**src/rtl/swcap_bank_ctrl.sv**
```systemverilog
// swcap_bank_ctrl
// Drives the gate controls of the LC-DCO switched-capacitor array. It accepts
// a fixed-point tuning word over a valid/ready handshake. The integer part
// sets a target cell count, saturated at NCAP. The live count then slews one
// cell per clock toward that target. Once it is locked, an optional
// first-order sigma-delta can add one extra cell to dither the fractional part.
//
// Build option: define SWCAP_DITHER_EN to enable LOCK-state dithering.
// Without it, the fraction field is ignored and sw stays static in LOCK.
//
// Ports
//   clk         clock
//   reset       asynchronous, active-high reset
//   code_in     tuning word: [IW+FW-1:FW] integer cell count, [FW-1:0] fraction
//   code_valid  code_in valid
//   code_ready  code_in can be accepted this cycle (low only while slewing)
//   sw          registered thermometer, bit i drives cell i, LSB-first
//   settled     registered, high once the integer count has reached target
//
// state | meaning
// IDLE  | out of reset, sw all off, no dither
// SLEW  | cur stepping one cell per clock toward tgt, new codes refused
// LOCK  | cur == tgt, optional fractional dither active
module swcap_bank_ctrl #(
    parameter int NCAP = 16,
    parameter int IW   = 5,
    parameter int FW   = 4
) (
    input  logic              clk,
    input  logic              reset,
    input  logic [IW+FW-1:0]  code_in,
    input  logic              code_valid,
    output logic              code_ready,
    output logic [NCAP-1:0]   sw,
    output logic              settled
);

    typedef enum logic [1:0] {IDLE, SLEW, LOCK} state_t;

    localparam logic [IW-1:0] NCAP_W = IW'(NCAP);

    state_t         state;
    logic [IW-1:0]  cur;
    logic [IW-1:0]  tgt;
    logic [IW-1:0]  code_int;
    logic [IW-1:0]  code_sat;
    logic [IW-1:0]  cur_step;
    logic [IW-1:0]  eff;
    logic           carry;
    logic           xfer;

    assign code_ready = (state != SLEW);
    assign xfer       = code_valid && code_ready;
    assign code_int   = code_in[IW+FW-1:FW];
    assign code_sat   = (code_int > NCAP_W) ? NCAP_W : code_int;
    assign cur_step   = (tgt > cur) ? cur + 1'b1 : cur - 1'b1;

`ifdef SWCAP_DITHER_EN
    logic [FW-1:0]  frac;
    logic [FW-1:0]  acc;
    logic [FW:0]    acc_sum;

    assign acc_sum = {1'b0, acc} + {1'b0, frac};
    // A carry at full scale would ask for a cell that does not exist.
    assign carry   = acc_sum[FW] && (cur != NCAP_W);
`else
    logic unused_frac;

    assign unused_frac = ^code_in[FW-1:0];
    assign carry       = 1'b0;
`endif

    assign eff = cur + {{(IW-1){1'b0}}, carry};

    function automatic logic [NCAP-1:0] therm(input logic [IW-1:0] n);
        logic [NCAP-1:0] t;
        for (int i = 0; i < NCAP; i++) begin
            t[i] = (i < int'(n));
        end
        return t;
    endfunction

    always_ff @(posedge clk or posedge reset) begin
        if (reset) begin
            state   <= IDLE;
            cur     <= '0;
            tgt     <= '0;
            sw      <= '0;
            settled <= 1'b0;
`ifdef SWCAP_DITHER_EN
            frac    <= '0;
            acc     <= '0;
`endif
        end else if (xfer) begin
            // The transfer edge holds the current count. The accumulator
            // restarts, so this edge adds no dither carry.
            tgt <= code_sat;
            sw  <= therm(cur);
`ifdef SWCAP_DITHER_EN
            frac <= code_in[FW-1:0];
            acc  <= '0;
`endif
            if (code_sat == cur) begin
                state   <= LOCK;
                settled <= 1'b1;
            end else begin
                state   <= SLEW;
                settled <= 1'b0;
            end
        end else begin
            case (state)
                SLEW: begin
                    cur <= cur_step;
                    sw  <= therm(cur_step);
                    if (cur_step == tgt) begin
                        state   <= LOCK;
                        settled <= 1'b1;
                    end
                end
                LOCK: begin
`ifdef SWCAP_DITHER_EN
                    acc <= acc_sum[FW-1:0];
`endif
                    sw      <= therm(eff);
                    settled <= 1'b1;
                end
                default: begin
                    sw <= therm(cur);
                end
            endcase
        end
    end

endmodule

```
**config.mk**
```make
export PLATFORM = sky130hd
export DESIGN_NAME = swcap_bank_ctrl
export DESIGN_NICKNAME = d
export VERILOG_FILES = /design/src/rtl/swcap_bank_ctrl.sv
export SDC_FILE = /design/constraint.sdc
export NUM_CORES = 1
export LEC_CHECK = 0
export BUFFER_PORTS_ARGS = -buffer_cell sky130_fd_sc_hd__buf_2
export CORE_UTILIZATION = 59
export CTS_BUF_LIST = sky130_fd_sc_hd__clkbuf_2
export DETAILED_ROUTE_END_ITERATION = 10
export PLACE_DENSITY = 0.94
export REMOVE_ABC_BUFFERS = 1
export SLEW_MARGIN = 0
export SYNTH_ARGS = -nofsm -noshare
export SYNTH_HDL_FRONTEND = slang
export SYNTH_SLANG_ARGS = --single-unit
```
**constraint.sdc**
```tcl
create_clock -name clk -period 5.05 [get_ports clk]
set_input_delay 1.2625 -clock clk [delete_from_list [all_inputs] [get_ports clk]]
set_output_delay 1.2625 -clock clk [all_outputs]
set_load 0.01 [all_outputs]
```
==> summary.md <==
After synthesis, flip-flops and latches occupy 37.0% of the total area. After synthesis, the share of cell area in mux cells is 0.574%. During I/O placement, the number of pins put on the boundary was 30.

Routing layer with the top usage in global route: met2. Setup repair after global routing left no endpoint under its margin. Dominant register cell in the synthesized netlist: sky130_fd_sc_hd__dfrtp_1.

The most critical setup path has its startpoint at cur[2]$_DFFE_PP0P_. The run finished with clean final reports. The run gives 0 as the hold violation total from the final report. In this run the most critical hold path is launched from tgt[0]$_DFFE_PP0P_. The tools report the critical path capture point type as a flip-flop.

Relative to the synthesized area, the layout overhead comes to 10.3%. The number of synthesized register bits works out to 29. The area fraction of the dominant cell type after synthesis works out to 37.0%. The cell taking the most area after synthesis is sky130_fd_sc_hd__dfrtp_1. Yosys mapped the design onto 56 distinct sky130hd cell types. Number of standard-cell rows in the floorplan: 20.

The later pin in the worst-skew pair is clocked with a latency of 370 ps. The footprint of the flip-flops and latches was 726 µm². The fill cell instance count of the final layout was 263; the final clock period utilization by the worst path was 71.0%.

During synthesis, Yosys emitted a total of 0 warnings. The tools report the first-pass iteration count of the detailed router as 6. Summing the areas of all fa, ha and maj instances in the mapped netlist gives 5.10% of the synthesized area. The tools report the last weighted congestion value of the routability-driven placer as 0.976. In this run the critical register-to-register path is launched from cur[2]$_DFFE_PP0P_.

Count of input and output buffers: 25. Entering global routing, the biggest net connects 30 pins. The total negative slack was 0 ps. Most common library cell in the layout ignoring fill and taps: sky130_fd_sc_hd__dfrtp_1. In this run the worst path has a maximum fanout of 16.

The number of hold-repair buffers added at the cts stage came out at 0. The global-route met2 utilization is 43.2%, and the area enclosed by the die boundary is 0.00356 mm². Via count of the first global-routing pass: 1624. The first global-routing pass estimated 7.39 mm of wire. The H-tree was split into 2 levels. The class of the worst hold path was reg2reg. Counting every instance in the synthesized netlist gives 214. Sort of element at the start of the critical path: a flip-flop. In this run the tightest slew margin relative to its limit is 31.5%. The first routing iteration left 72 violations. The critical path is of the reg2reg type. The post-synthesis compound-gate area fraction is 24.7%, and the aggregate global-route resource usage is 27.9%.

The routed design could run at a clock period as short as 3580 ps. The placed wire-length estimate is 3.23 mm. The number of clock buffers added by TritonCTS is 5.

For the pin with the worst max-slew slack, the measured transition is 1030 ps. For the worst hold slack across all endpoints, the log shows 510 ps. The tools report the clock root buffer master as sky130_fd_sc_hd__clkbuf_2. The arrival time at the worst endpoint was 3790 ps; the detailed-route via count was 1779. From bottom edge to top edge, the die measures 59.7 µm. The synthesized design contains 0 enable-type register cells. The via density per instance is 6.31, and the number of nets in the layout is 257. The tool flagged a number of max-cap violations equal to 0.

The total number of clock tree sinks came out at 29. For the leftover overflow at the end of global routing, the log shows 0. Combinational family with the most area after synthesis: compound AO/OA/AOI/OAI gates.

In the routed design, unresolved DRC markers number 0. Summing all multi-input logic gate instances after layout gives 0.00115 mm². A synthesized cell averages 9.17 µm². Data on the critical path is required at its endpoint by 5250 ps. The average wire per cell in the routed design came out at 15.7 µm. After synthesis, the cell types taking the most area are sky130_fd_sc_hd__dfrtp_1, sky130_fd_sc_hd__xnor2_1, sky130_fd_sc_hd__ha_1. The global-route met3 utilization was 8.01%; the setup fix buffers added after clock tree synthesis was 0. Across the routed clock network, the largest skew measured is 26.7 ps. The synthesized netlist occupies a cell area of 0.00196 mm².

Based on the critical path, the design can be clocked at up to 0.279 GHz. Proportion of layout cells with a drive suffix above 1: 19.3%. The maximum count of clock buffers along a single path is 2. From left edge to right edge, the die measures 59.7 µm. The synthesized netlist devotes 20.8% of its cell area to simple gates. The number of gates resized after CTS was 0. Setup violations remaining at the end of the flow were counted as 0. The clock slew at the register clock pins of the worst setup and hold paths was 160 ps; the number of antenna violations at the first check in global routing was 0. Diode insertion count for antenna repair: 0. The logs give 0 for the count of final max-slew check failures and 63.3% for the initial core utilization. Summing the areas of all xor and xnor instances in the mapped netlist gives 7.58% of the synthesized area. In the layout the commonest cells are sky130_fd_sc_hd__dfrtp_1, sky130_fd_sc_hd__buf_2, sky130_fd_sc_hd__nand2_1, sky130_fd_sc_hd__nor2_1, sky130_fd_sc_hd__xnor2_1.

For the area of the core, the log shows 0.00310 mm². TritonCTS built the clock tree. Once detail routing completed, the nets flagged for antenna violations numbered 0. In the synthesized netlist the async set-or-reset flop fraction comes to 100%. For this run, global-route usage on met1 was measured as 36.1%. The sum of routed wire length over all layers is 4.43 mm.
[metal layers]
metal	vias to the layer above	wire length, µm	part of all wire [%]
met5	-	0	0
met4	0	99	2.2
met3	14	396	8.9
met2	103	2100	48
met1	821	1820	41
li1	841	-	-
[area by class of cell]
cell class | count | area share, %
sequential | 29 | 33.5
clock inverter | 2 | 1.56
inverter | 11 | 1.91
timing repair buffer | 25 | 5.78
tap | 44 | 2.54
multi-input combinational | 165 | 53.3
clock buffer | 6 | 1.39
[cell usage after synthesis, types with 2 or more instances]
cell type / number
sky130_fd_sc_hd__nand3_1: 9
sky130_fd_sc_hd__a22oi_2: 2
sky130_fd_sc_hd__a31o_1: 2
sky130_fd_sc_hd__nor3_1: 6
sky130_fd_sc_hd__a22oi_1: 4
sky130_fd_sc_hd__nor4_1: 2
sky130_fd_sc_hd__o31ai_1: 2
sky130_fd_sc_hd__nand2_1: 17
sky130_fd_sc_hd__o211ai_1: 3
sky130_fd_sc_hd__o21ai_1: 3
sky130_fd_sc_hd__a21o_1: 3
sky130_fd_sc_hd__nand2b_1: 6
sky130_fd_sc_hd__or3_1: 4
sky130_fd_sc_hd__dfrtp_1: 29
sky130_fd_sc_hd__a31oi_1: 5
sky130_fd_sc_hd__xor2_1: 4
sky130_fd_sc_hd__ha_1: 8
sky130_fd_sc_hd__a221oi_1: 2
sky130_fd_sc_hd__inv_1: 9
sky130_fd_sc_hd__nor2b_1: 3
sky130_fd_sc_hd__o22ai_1: 3
sky130_fd_sc_hd__xnor2_1: 13
sky130_fd_sc_hd__clkbuf_1: 4
sky130_fd_sc_hd__o2111ai_1: 3
sky130_fd_sc_hd__nor2_1: 14
sky130_fd_sc_hd__a2111oi_0: 2
sky130_fd_sc_hd__buf_2: 4
sky130_fd_sc_hd__o21ai_0: 7
sky130_fd_sc_hd__a21oi_1: 12
sky130_fd_sc_hd__and3_1: 3
[stage by stage]
| stage | utilization [%] | instances | setup slack, ps | cell area (µm²) |
|---|---|---|---|---|
| global placement | 67.7 | 274 | 1670 | 2100 |
| finish | 69.8 | 282 | 1470 | 2160 |
| CTS | 69.8 | 282 | 1590 | 2160 |
| floorplan | - | 205 | 2270 | 1920 |
| detailed placement | 67.7 | 274 | 1610 | 2100 |
| global route | 69.8 | 282 | 1370 | 2160 |
[worst max-delay path: stages, from the launching register on]
cell	delay, ps
sky130_fd_sc_hd__dfrtp_1	740
sky130_fd_sc_hd__clkinv_1	440
sky130_fd_sc_hd__ha_1	470
sky130_fd_sc_hd__and4_1	300
sky130_fd_sc_hd__nand2_1	210
sky130_fd_sc_hd__and3_1	250
sky130_fd_sc_hd__nor4_1	690
sky130_fd_sc_hd__a31o_1	240
sky130_fd_sc_hd__a221oi_1	70
[registers in the layout (all words and copies together), names as in the netlist]
name / count
cur: 5
settled: 1
state: 2
sw: 16
tgt: 5
[kinds of logic after synthesis]
group           after synthesis
simple gates                 73
compound gates               66
flops                        29
buf+inv                      20
xor+xnor                     17
fa+ha+maj                     8
mux                           1
[final timing paths]
path,to,slack [ps],depth (start not counted)
setup reg to reg,sw[11]$_DFF_PP0_,1470,8
max in group asynchronous,cur[4]$_DFFE_PP0P_,3290,2
hold / removal,tgt[0]$_DFFE_PP0P_,510,2
min in group asynchronous,tgt[4]$_DFFE_PP0P_,1110,2
setup / recovery,sw[11]$_DFF_PP0_,1470,8
hold reg to reg,tgt[0]$_DFFE_PP0P_,510,2
Power is not shown: default switching activity piles up to over one toggle a cycle in this logic, so the estimate is an artifact.
